`src/rtl/mips_pkg.sv`:
```
// Shared types and constants for the MIPS pipeline memory-access stage.
package mips_pkg;

    typedef enum logic [1:0] {
        IDLE = 2'd0,
        REQ  = 2'd1,
        RESP = 2'd2,
        DONE = 2'd3
    } mem_state_t;

    typedef logic [1:0] exc_code_t;

    localparam exc_code_t EXC_NONE     = 2'd0;
    localparam exc_code_t EXC_OVERFLOW = 2'd1;
    localparam exc_code_t EXC_MISALIGN = 2'd2;
    localparam exc_code_t EXC_BUS      = 2'd3;

    localparam int unsigned TIMEOUT_DEFAULT = 16;

    // Overflow outranks misalignment, which outranks a bus error.
    function automatic exc_code_t exc_encode(input logic ov, input logic mis, input logic bus);
        if (ov)  return EXC_OVERFLOW;
        if (mis) return EXC_MISALIGN;
        if (bus) return EXC_BUS;
        return EXC_NONE;
    endfunction

endpackage

```
`src/rtl/dmem_ctrl.sv`:
```
// Data-memory handshake FSM with transaction timeout and load-data hold register.
module dmem_ctrl
    import mips_pkg::*;
#(
    parameter int unsigned TIMEOUT = TIMEOUT_DEFAULT
) (
    input  logic        clk,
    input  logic        rst,
    input  logic        start_i,
    input  logic        is_load_i,
    input  logic        dmem_ready_i,
    input  logic        dmem_rvalid_i,
    input  logic [31:0] dmem_rdata_i,
    output logic        req_o,
    output logic        done_o,
    output logic        bus_err_o,
    output logic [31:0] rdata_o
);

    localparam int unsigned      CNT_W    = $clog2(TIMEOUT + 1);
    localparam logic [CNT_W-1:0] CNT_LAST = CNT_W'(TIMEOUT - 1);

    mem_state_t       state_q, state_d;
    logic [CNT_W-1:0] cnt_q, cnt_d;
    logic             bus_err_q, bus_err_d;
    logic [31:0]      rdata_q, rdata_d;
    logic             expired;

    // Last allowed cycle in REQ/RESP; a handshake on that cycle still wins.
    assign expired = (cnt_q >= CNT_LAST);

    always_comb begin
        state_d   = state_q;
        cnt_d     = cnt_q;
        bus_err_d = bus_err_q;
        rdata_d   = rdata_q;
        unique case (state_q)
            IDLE: begin
                if (start_i) begin
                    state_d   = REQ;
                    cnt_d     = '0;
                    bus_err_d = 1'b0;
                end
            end
            REQ: begin
                cnt_d = cnt_q + CNT_W'(1);
                if (dmem_ready_i) begin
                    state_d = is_load_i ? RESP : DONE;
                end else if (expired) begin
                    state_d   = DONE;
                    bus_err_d = 1'b1;
                end
            end
            RESP: begin
                cnt_d = cnt_q + CNT_W'(1);
                if (dmem_rvalid_i) begin
                    rdata_d = dmem_rdata_i;
                    state_d = DONE;
                end else if (expired) begin
                    state_d   = DONE;
                    bus_err_d = 1'b1;
                end
            end
            DONE:    state_d = IDLE;
            default: state_d = IDLE;
        endcase
    end

    always_ff @(posedge clk) begin
        if (rst) begin
            state_q   <= IDLE;
            cnt_q     <= '0;
            bus_err_q <= 1'b0;
            rdata_q   <= '0;
        end else begin
            state_q   <= state_d;
            cnt_q     <= cnt_d;
            bus_err_q <= bus_err_d;
            rdata_q   <= rdata_d;
        end
    end

    assign req_o     = (state_q == REQ);
    assign done_o    = (state_q == DONE);
    assign bus_err_o = bus_err_q;
    assign rdata_o   = rdata_q;

endmodule

```
`src/rtl/mem_stage.sv`:
```
// MIPS MEM stage: exception decode, pipeline stall and the MEM/WB register.
module mem_stage
    import mips_pkg::*;
#(
    parameter int unsigned TIMEOUT = TIMEOUT_DEFAULT
) (
    input  logic        clk,
    input  logic        rst,
    input  logic        i_MEM_valid,
    input  logic [31:0] i_MEM_data_ALUOut,
    input  logic        i_MEM_data_Overflow,
    input  logic [31:0] i_MEM_data_RTData,
    input  logic        i_MEM_ctrl_MemRead,
    input  logic        i_MEM_ctrl_MemWrite,
    input  logic [4:0]  i_WB_data_RegAddrW,
    input  logic        i_WB_ctrl_Mem2Reg,
    input  logic        i_WB_ctrl_RegWrite,
    output logic        o_stall,
    output logic        o_dmem_req,
    output logic        o_dmem_we,
    output logic [29:0] o_dmem_addr,
    output logic [31:0] o_dmem_wdata,
    input  logic        i_dmem_ready,
    input  logic        i_dmem_rvalid,
    input  logic [31:0] i_dmem_rdata,
    output logic        o_WB_valid,
    output logic [31:0] o_WB_data_ALUOut,
    output logic [31:0] o_WB_data_MemData,
    output logic [4:0]  o_WB_data_RegAddrW,
    output logic        o_WB_ctrl_Mem2Reg,
    output logic        o_WB_ctrl_RegWrite,
    output logic        o_exc_overflow,
    output logic        o_exc_misalign,
    output logic        o_exc_bus
);

    logic        memop, exc_ov, exc_mis, clean_memop;
    logic        ctrl_done, ctrl_bus_err;
    logic [31:0] ctrl_rdata;
    exc_code_t   exc_code;

    assign memop       = i_MEM_valid & (i_MEM_ctrl_MemRead | i_MEM_ctrl_MemWrite);
    assign exc_ov      = i_MEM_valid & i_MEM_data_Overflow;
    assign exc_mis     = memop & (i_MEM_data_ALUOut[1:0] != 2'b00);
    assign clean_memop = memop & ~exc_ov & ~exc_mis;
    assign o_stall     = clean_memop & ~ctrl_done;
    // Bus error only counts while the transaction that raised it sits in DONE.
    assign exc_code    = exc_encode(exc_ov, exc_mis, clean_memop & ctrl_bus_err);

    assign o_dmem_addr  = i_MEM_data_ALUOut[31:2];
    assign o_dmem_we    = i_MEM_ctrl_MemWrite & ~i_MEM_ctrl_MemRead;
    assign o_dmem_wdata = i_MEM_data_RTData;

    dmem_ctrl #(.TIMEOUT(TIMEOUT)) u_dmem_ctrl (
        .clk           (clk),
        .rst           (rst),
        .start_i       (clean_memop),
        .is_load_i     (i_MEM_ctrl_MemRead),
        .dmem_ready_i  (i_dmem_ready),
        .dmem_rvalid_i (i_dmem_rvalid),
        .dmem_rdata_i  (i_dmem_rdata),
        .req_o         (o_dmem_req),
        .done_o        (ctrl_done),
        .bus_err_o     (ctrl_bus_err),
        .rdata_o       (ctrl_rdata)
    );

    logic        wb_valid_q, wb_valid_d;
    logic [31:0] wb_alu_q, wb_alu_d;
    logic [31:0] wb_mem_q, wb_mem_d;
    logic [4:0]  wb_rd_q, wb_rd_d;
    logic        wb_m2r_q, wb_m2r_d;
    logic        wb_rw_q, wb_rw_d;
    exc_code_t   wb_exc_q, wb_exc_d;

    always_comb begin
        wb_valid_d = 1'b0;
        wb_alu_d   = wb_alu_q;
        wb_mem_d   = wb_mem_q;
        wb_rd_d    = wb_rd_q;
        wb_m2r_d   = wb_m2r_q;
        wb_rw_d    = 1'b0;
        wb_exc_d   = EXC_NONE;
        if (!o_stall) begin
            wb_valid_d = i_MEM_valid;
            wb_alu_d   = i_MEM_data_ALUOut;
            wb_mem_d   = ctrl_rdata;
            wb_rd_d    = i_WB_data_RegAddrW;
            wb_m2r_d   = i_WB_ctrl_Mem2Reg;
            wb_rw_d    = i_WB_ctrl_RegWrite & (exc_code == EXC_NONE);
            wb_exc_d   = exc_code;
        end
    end

    always_ff @(posedge clk) begin
        if (rst) begin
            wb_valid_q <= 1'b0;
            wb_alu_q   <= '0;
            wb_mem_q   <= '0;
            wb_rd_q    <= '0;
            wb_m2r_q   <= 1'b0;
            wb_rw_q    <= 1'b0;
            wb_exc_q   <= EXC_NONE;
        end else begin
            wb_valid_q <= wb_valid_d;
            wb_alu_q   <= wb_alu_d;
            wb_mem_q   <= wb_mem_d;
            wb_rd_q    <= wb_rd_d;
            wb_m2r_q   <= wb_m2r_d;
            wb_rw_q    <= wb_rw_d;
            wb_exc_q   <= wb_exc_d;
        end
    end

    assign o_WB_valid         = wb_valid_q;
    assign o_WB_data_ALUOut   = wb_alu_q;
    assign o_WB_data_MemData  = wb_mem_q;
    assign o_WB_data_RegAddrW = wb_rd_q;
    assign o_WB_ctrl_Mem2Reg  = wb_m2r_q;
    assign o_WB_ctrl_RegWrite = wb_rw_q;
    assign o_exc_overflow     = (wb_exc_q == EXC_OVERFLOW);
    assign o_exc_misalign     = (wb_exc_q == EXC_MISALIGN);
    assign o_exc_bus          = (wb_exc_q == EXC_BUS);

endmodule

```
`config.mk`:
```
export PLATFORM = sky130hd
export DESIGN_NAME = mem_stage
export DESIGN_NICKNAME = d
export VERILOG_FILES = /design/src/rtl/mips_pkg.sv /design/src/rtl/dmem_ctrl.sv /design/src/rtl/mem_stage.sv
export SDC_FILE = /design/constraint.sdc
export NUM_CORES = 1
export LEC_CHECK = 0
export ABC_AREA = 1
export CORE_MARGIN = 2
export CORE_UTILIZATION = 35
export CTS_CLUSTER_DIAMETER = 30
export CTS_CLUSTER_SIZE = 10
export DETAILED_ROUTE_END_ITERATION = 16
export PLACE_DENSITY_LB_ADDON = 0.2
export SLEW_MARGIN = 25
export SYNTH_ARGS = -nofsm -noshare
export SYNTH_HDL_FRONTEND = slang
export SYNTH_SLANG_ARGS = --single-unit
```
`constraint.sdc`:
```
create_clock -name clk -period 2.3 [get_ports clk]
set_input_delay 0.46 -clock clk [delete_from_list [all_inputs] [get_ports clk]]
set_output_delay 0.46 -clock clk [all_outputs]
set_load 0.02 [all_outputs]
```
==> results by group, run 1 <==
Run
  – Max-cap violations: 0

Setup path
  – Crit Path Max Fanout: 5
  – CP max stage cell: clkdlybuf4s50_1
  – Crit start category: flip-flop
  – Worst Path Buf+Inv: 2
  – Worst EP required: 1.84 ns
  – Crit path largest cell delay: 0.63 ns
  – Crit path kind: reg2out
  – CP arrival: 1.73 ns
  – CP Capture Type: primary output
  – Largest delay share family, worst path: buffers and inverters
  – Cells along the critical path: inv_1 > ha_1 > clkdlybuf4s50_1

Routing
  – Vias: 4251
  – Initial drt markers: 246
  – Final wirelength: 12200 µm
  – Routed len/inst: 13.1 µm
  – DRC Markers: 0
  – Vias per cell: 4.57
  – Initial DRT Pass Iterations: 6
  – Final ANT Viol Nets: 0

Global route
  – GRT Total Usage: 0.170
  – Largest net degree at the start of global routing: 72
  – Total gr overflow: 0
  – Global-route wire length before repair: 19200 µm
  – Vias in the first global route: 3980
  – Initial antenna violation count: 0

Synth
  – Total number of yosys warnings: 0
  – Syn Inst Count: 618
  – Synthesized cell area: 4730 µm²
  – Avg Inst Size Synth: 7.65 µm²
  – Synth Register Bits: 114
  – Synth unique cells: 21
  – Syn_nets: 736
  – Seq/Total Area, Yosys: 0.483

STA
  – Hold Vio Cnt, Final: 0
  – Unrepaired setup endpoints after global routing: false
  – Final number of max-transition violations: 0
  – Min Tclk post-route: 2.19 ns
  – Period utilization: 0.954
  – Max transition margin: 0.675
  – F_max: 456 MHz
  – Actual slew at the worst max-slew pin: 0.488 ns
  – Final setup viols: 0
  – Setup Skew: 0.00494 ns

Floorplan
  – Die Area: 14500 µm²
  – Chip width: 120 µm
  – Ports: 251
  – Initial core utilization: 0.358
  – Core Area: 13200 µm²
  – Die height: 120 µm
  – Num rows: 42

Min path
  – Worst min path class: reg2reg

Finish
  – Fin area: 6960 µm²
  – Multi-input logic area: 1740 µm²
  – Utilization after layout: 0.527
  – Fraction of layout cells with a size suffix above 1: 0.0808
  – Commonest non-fill, non-tap cell in the layout: nor2_1
  – Area Overhead vs Synth: 47.1%
  – Register Area: 2280 µm²
  – # fillers: 1256
  – Nets: 860
  – Antenna cells: 0
  – Most frequent cells in the layout: nor2_1 (206), clkdlybuf4s50_1 (185), dfxtp_1 (114), o21ai_0 (103), nand2_1 (26)

Placed design
  – Post-detail-place hpwl: 8690 µm
  – Area post-placement: 6320 µm²
  – Final Wtd Congestion: 0.731
  – Buffers on Ports: 186

Pwr
  – Max VDD drop: 0.438 mV
  – Leak: 0.00292 µW
  – Pwr dens: 787 nW/µm²

Clock tree
  – Post-CTS setup buffers: 0
  – Clock root buffer: clkbuf_16
  – Num CTS Buffers: 17
  – Worst skew pair latency: 0.41 ns
  – TritonCTS sink count: 114
  – Hold Buf Count CTS: 0
  – CTS H-tree depth: 4
  – CTS tree: built
  – Clock Path Buffers: 2
  – Register clock-pin slew on the reported worst setup and hold paths: 0.05 ns

Status
  – Status: complete, no violations
[sequential cells by signal (all words and copies together), names as in the netlist]
register / count
o_WB_data_RegAddrW: 5
u_dmem_ctrl.bus_err_o: 1
o_WB_data_MemData: 32
o_WB_valid: 1
o_WB_ctrl_RegWrite: 1
o_WB_ctrl_Mem2Reg: 1
u_dmem_ctrl.cnt_q: 5
o_WB_data_ALUOut: 32
wb_exc_q: 2
u_dmem_ctrl.rdata_o: 32
u_dmem_ctrl.state_q: 2
[stage by stage]
step	std cells	power (µW)	hold slack, ns	setup slack, ns	TNS (ns)
after floorplan	618	2490	0.434	0.668	0
after global placement	899	2730	0.456	-0.143	-6.81
after detailed placement	899	2740	0.460	-0.198	-10.42
after CTS	931	5540	0.468	0.0751	0
after global routing	931	5690	0.495	0.0234	0
final	931	5480	0.469	0.105	0
[synth_stat cells]
| library cell | instances | area, µm² |
|---|---|---|
| nand2_2 | 1 | 6.26 |
| dfxtp_1 | 114 | 2280 |
| nand2_1 | 26 | 97.6 |
| a21oi_1 | 11 | 55.1 |
| clkbuf_1 | 17 | 63.8 |
| buf_6 | 2 | 22.5 |
| nor2_8 | 1 | 20.0 |
| clkinv_1 | 1 | 3.75 |
| o21ai_0 | 103 | 515 |
| buf_4 | 62 | 465 |
| o211ai_1 | 1 | 7.51 |
| nor2_1 | 206 | 773 |
| nand3_1 | 15 | 75.1 |
| inv_1 | 20 | 75.1 |
| inv_2 | 1 | 3.75 |
| and2_1 | 1 | 6.26 |
| buf_2 | 14 | 70.1 |
| nor2_2 | 12 | 75.1 |
| nor3b_1 | 2 | 15.0 |
| or2_2 | 1 | 6.26 |
| ha_1 | 7 | 87.6 |
[routing by layer]
layer | vias to the layer above | part of all wire | GRT usage
li1 | 2149 | - | -
met2 | 149 | 0.50 | 0.302
met4 | 0 | 0.028 | 0.0908
met5 | - | 0 | 0
met1 | 1921 | 0.40 | 0.182
met3 | 32 | 0.064 | 0.0500
[logic make-up (layout without fill, tap and decap cells)]
| family | after synthesis | in the layout | synth area share |
|---|---|---|---|
| simple gates | 265 | 265 | 0.227 |
| buf+inv | 117 | 254 | 0.149 |
| compound gates | 115 | 115 | 0.122 |
| flops | 114 | 114 | 0.483 |
| fa+ha+maj | 7 | 7 | 0.0185 |
[worst reg2reg max path: cells and delay by family (launching register included)]
kind,cells,cell delay [ns]
adders and majority gates,1,0.30
buffers and inverters,3,0.76
DFF,1,0.34
and+or+nand+nor,3,0.38
[power breakdown]
group | total [µW] | internal [µW] | switching (µW) | leakage, µW
clock network | 2790 | 1920 | 866 | 0.000313
logic | 617 | 320 | 297 | 0.00168
registers | 2070 | 2040 | 34.5 | 0.000931
total | 5480 | 4280 | 1200 | 0.00292
[repair_timing]
action | 4_1_cts | 5_1_grt
setup endpoints to repair | 1 | 0
endpoints found under the hold margin | 0 | 0
resized for setup | 1 | 0
[final timing paths]
path | startpoint | endpoint | slack (ns) | cells after the start
setup reg to reg | u_dmem_ctrl.state_q[0]$_SDFFE_PP0N_ | wb_exc_q[1]$_SDFF_PP0_ | 0.40 | 7
setup / recovery | u_dmem_ctrl.state_q[1]$_SDFFE_PP0N_ | o_dmem_req | 0.11 | 3
hold / removal | o_WB_data_ALUOut[0]$_SDFFE_PP0N_ | o_WB_data_ALUOut[0]$_SDFFE_PP0N_ | 0.47 | 2
hold reg to reg | o_WB_data_ALUOut[0]$_SDFFE_PP0N_ | o_WB_data_ALUOut[0]$_SDFFE_PP0N_ | 0.47 | 2
[layout make-up]
type / count / share of cell area
multi-input combinational: 387 / 0.250
sequential: 114 / 0.328
tap: 176 / 0.0317
inverter: 22 / 0.0119
clock inverter: 9 / 0.0218
timing repair buffer: 200 / 0.286
clock buffer: 23 / 0.0702
No activity file was read; power rests on OpenSTA's default activity.
==> run 2: changes to the inputs <==
--- a/config.mk
+++ b/config.mk
@@ -16,3 +16,4 @@
 export SYNTH_ARGS = -nofsm -noshare
 export SYNTH_HDL_FRONTEND = slang
 export SYNTH_SLANG_ARGS = --single-unit
+export TNS_END_PERCENT = 100
==> results of run 2 <==
Final layout, timing and power as in run 1 (identical DEF).
